### config.mk
export PLATFORM = sky130hd
export DESIGN_NAME = hw_demux_buf
export DESIGN_NICKNAME = d
export VERILOG_FILES = /design/src/rtl/hw_demux_buf.sv
export SDC_FILE = /design/constraint.sdc
export NUM_CORES = 1
export LEC_CHECK = 0
export CORE_MARGIN = 1.5
export CORE_UTILIZATION = 46
export CTS_CLUSTER_SIZE = 16
export DETAILED_ROUTE_END_ITERATION = 10
export GPL_TIMING_DRIVEN = 0
export MAX_ROUTING_LAYER = met4
export PLACE_DENSITY = 0.92
export SLEW_MARGIN = 30
export SYNTH_ARGS = -nofsm -noshare
export SYNTH_HDL_FRONTEND = slang
export SYNTH_SLANG_ARGS = --single-unit
### constraint.sdc
create_clock -name clk -period 3.5 [get_ports clk]
set_input_delay 0.875 -clock clk [delete_from_list [all_inputs] [get_ports clk]]
set_output_delay 0.875 -clock clk [all_outputs]
set_load 0.02 [all_outputs]
### src/rtl/hw_demux_buf.sv
// Registered 1-to-4 demultiplexer: one producer feeds four single-entry lane buffers,
// each drained by its own valid/ack consumer. Also keeps an accept counter and a sticky error flag.
module hw_demux_buf #(
    parameter int DW = 3,
    parameter int CW = 8
) (
    input  logic            clk,
    input  logic            rst,
    input  logic [DW-1:0]   din,
    input  logic [1:0]      sel,
    input  logic            din_vld,
    output logic            din_rdy,
    output logic [4*DW-1:0] dout,
    output logic [3:0]      vld,
    input  logic [3:0]      ack,
    output logic [CW-1:0]   xfer_cnt,
    output logic            ack_err
);

    logic [DW-1:0] data_q [4];
    logic [DW-1:0] data_d [4];
    logic [3:0]    vld_q, vld_d;
    logic [CW-1:0] cnt_q, cnt_d;
    logic          err_q, err_d;
    logic          accept;

    // A lane can take a new word when it is empty or is being drained this cycle.
    assign din_rdy = ~vld_q[sel] | ack[sel];
    assign accept  = din_vld & din_rdy;

    always_comb begin
        vld_d = vld_q;
        cnt_d = cnt_q;
        err_d = err_q | (|(ack & ~vld_q));
        for (int i = 0; i < 4; i++) begin
            data_d[i] = data_q[i];
            if (accept && (sel == 2'(i))) begin
                data_d[i] = din;
                vld_d[i]  = 1'b1;
            end else if (ack[i]) begin
                vld_d[i]  = 1'b0;
            end
        end
        if (accept) begin
            cnt_d = cnt_q + {{(CW-1){1'b0}}, 1'b1};
        end
    end

    always_ff @(posedge clk) begin
        if (rst) begin
            for (int i = 0; i < 4; i++) begin
                data_q[i] <= '0;
            end
            vld_q <= '0;
            cnt_q <= '0;
            err_q <= 1'b0;
        end else begin
            for (int i = 0; i < 4; i++) begin
                data_q[i] <= data_d[i];
            end
            vld_q <= vld_d;
            cnt_q <= cnt_d;
            err_q <= err_d;
        end
    end

    for (genvar g = 0; g < 4; g++) begin : g_lane
        assign dout[g*DW +: DW] = data_q[g];
    end

    assign vld      = vld_q;
    assign xfer_cnt = cnt_q;
    assign ack_err  = err_q;

endmodule
==> run metrics, run 1 <==
outcome=complete, no violations; drt initial violations=14; CP delay by family, top=buffers and inverters; crit start category=primary input; Syn Inst Count=115; Synth area leader=dfxtp_1; CTS H-tree lvls=1; final non-filler cell total=184; CP max stage delay=0.52 ns; power density over the cells=343 nW/um^2; register bit total from synthesis=25; Max FO, Critical Path=10; hold depth=2; Die ar.=2560 sq um; RSZ-0062 raised after global routing=no; Root Driver=clkbuf_4; HP Class=reg -> reg; top-area cell type share of the netlist area=48.0%; Pre-antenna DRT Iters=4; Worst Tran Pin Value=0.724 ns; slack of the critical path=0.115 ns; CP bufs+invs=4; initial core utilization=48.1%; slowest CP cell=clkdlybuf4s50_1; row count=17; grt total ovfl=0; Setup Crit Path Kind=in -> out; chip width=50.6 um; Period minus WS final=3.39 ns; vias in the first global route=1,002; CP Capture Type=primary output; post-route ant nets=0; Cell Area, Synth=1040 sq um; wire per inst=13.2 um; core area=2170 sq um; Area contributors post-synth=dfxtp_1 48%, mux2i_1 12%, nor2_1 6.5%; Final HPWL DP=1.88 mm; maxcap violations=0; CTS clk-pin slew, worst paths=0.12 ns; CP Cell Sequence=clkdlybuf4s50_1, nor2b_4, mux4_2, buf_2, inv_1, dlygate4sd2_1; Post-Syn Area per Cell=9.07 sq um; largest net degree at the start of global routing=14; FF-to-FF path depth=5; clk_lat worst skew=0.31 ns; nets@finish=170; CTS buffer count=3; synth unique cells=21; Rel. slew slack=51.7%; RD Place Congestion=0.769; fillcell total=195; CP Depth=6; FF-to-FF setup slack=1.63 ns; skew final=0.00731 ns; Pleak=0.532 nW; post-DR vias/cell=5.33; residual DRC count=0; chip height=50.6 um; Peak supply drop=263 uV; CTS Buffer Depth=2; IO buf count=36; Final Max Tran Viols=0; CTS tree=built; synth warn=0; fmax=0.295 GHz; Layout area overhead=41.2%; layout cells sized above 1=4.49%; final hold vios=0; placed cells=179; sequential area share after synthesis=48.0%; Mapped Nets=128; Crit path arrival time=2.51 ns; DP Worst Slack=-0.295 ns; via total after detailed routing=980; worst path required time=2.62 ns; Final setup viols=0; first-pass GRT wire length=4.21 mm; GRT Overall Usage=21.9%; clk sinks=25; initial antenna violation count=0; n_diodes=0; drt total wl=2.43 mm; # hold bufs at CTS=0; Final period util=96.7%; Top Ports=38
==> where the power goes <==
group | leakage, nW | internal, W | total, W | switching, W
Clock | 0.0150 | 0.0000444 | 0.000125 | 0.0000802
Sequential | 0.203 | 0.000294 | 0.000301 | 0.00000720
Combinational | 0.313 | 0.0000394 | 0.0000797 | 0.0000403
==> sequential cells by signal, summed over array words and instances (netlist names) <==
signal	count
ack_err	1
data_q	12
vld	4
xfer_cnt	8
==> cells in the mapped netlist (all sizes together) <==
master	count
nand4	4
buf	1
nor2	18
inv	7
nand2	5
clkbuf	4
mux2i	12
ha	1
nor3b	1
o21ai	5
mux4	1
nor3	2
o31ai	3
nand2b	1
dfxtp	25
or3	5
a222oi	1
a21oi	11
nor2b	4
or4	4
==> tightest hold or removal path, stage by stage, from the launching register on <==
cell,delay [ns]
dfxtp_1,0.34
o31ai_1,0.06
a21oi_1,0.05
==> cell families after synthesis <==
| group | after synthesis | share of synthesized area [%] |
|---|---|---|
| AOI/OAI and AO/OA | 20 | 10.8 |
| DFF | 25 | 48.0 |
| muxes | 13 | 13.7 |
| adders and majority gates | 1 | 1.20 |
| and+or+nand+nor | 44 | 21.9 |
| buffers and inverters | 12 | 4.44 |
==> per-layer routing <==
metal / track usage [%] / vias up / wire length [um]
met5: - / - / 0
met4: 7.21 / 0 / 19
met3: 5.65 / 4 / 139
met2: 40.1 / 26 / 1290
met1: 22.6 / 464 / 985
li1: - / 486 / -
==> through the flow <==
step | TNS (ns) | total power (W) | hold WS [ns] | util [%] | instance area [sq um]
6_report | 0 | 0.000505 | 0.493 | 67.9 | 1470
5_1_grt | 0 | 0.000526 | 0.533 | 67.9 | 1470
4_1_cts | 0 | 0.000509 | 0.492 | 67.8 | 1470
3_5_place_dp | -0.295 | 0.000387 | 0.474 | 66.3 | 1440
3_3_place_gp | -0.267 | 0.000384 | 0.464 | 66.3 | 1440
2_1_floorplan | 0 | 0.000345 | 0.551 | - | 1040
==> area by class of cell <==
cell class,instances,area [sq um],share of cell area [%]
Tap cell,28,35.0,2.38
Buffer,5,20.0,1.36
Sequential cell,25,500,34.0
Clock buffer,4,26.3,1.78
Timing Repair Buffer,37,369,25.0
Multi-Input combinational cell,78,497,33.7
Inverter,7,26.3,1.78
==> path summary, 6_finish.rpt <==
check,to,from
max,din_rdy,ack[3]
min,xfer_cnt[7],xfer_cnt[7]
max reg2reg,xfer_cnt[5],vld[0]
min reg2reg,xfer_cnt[7],xfer_cnt[7]
==> timing repair <==
action,4_1_cts,5_1_grt
gates resized for setup,1,1
endpoints found under the setup margin,1,1
setup buffers,1,0
==> cell usage in the layout, fill, tap and decap left out <==
cell type | synthesis | final
a21oi_1 | 11 | 11
a222oi_1 | 1 | 1
buf_2 | 1 | 1
buf_4 | 0 | 1
clkbuf_1 | 4 | 5
clkbuf_4 | 0 | 3
clkdlybuf4s50_1 | 0 | 34
dfxtp_1 | 25 | 25
dlygate4sd2_1 | 0 | 1
dlymetal6s2s_1 | 0 | 1
ha_1 | 1 | 1
inv_1 | 7 | 7
mux2i_1 | 12 | 12
mux4_2 | 1 | 1
nand2_1 | 5 | 5
nand2b_1 | 1 | 1
nand4_1 | 4 | 4
nor2_1 | 18 | 18
nor2b_1 | 3 | 3
nor2b_4 | 1 | 1
nor3_1 | 2 | 2
nor3b_1 | 1 | 1
o21ai_0 | 5 | 5
o31ai_1 | 3 | 3
or3_1 | 5 | 5
or4_1 | 4 | 4
Note: power is estimated with default switching activity, not from simulation.
==> run 2, diff against run 1 <==
--- a/config.mk
+++ b/config.mk
@@ -5,6 +5,7 @@
 export SDC_FILE = /design/constraint.sdc
 export NUM_CORES = 1
 export LEC_CHECK = 0
+export ABC_CLOCK_PERIOD_IN_PS = 3500
 export CORE_MARGIN = 1.5
 export CORE_UTILIZATION = 46
 export CTS_CLUSTER_SIZE = 16
==> results of run 2 <==
No change in the layout: final DEF, timing and power equal those of run 1.
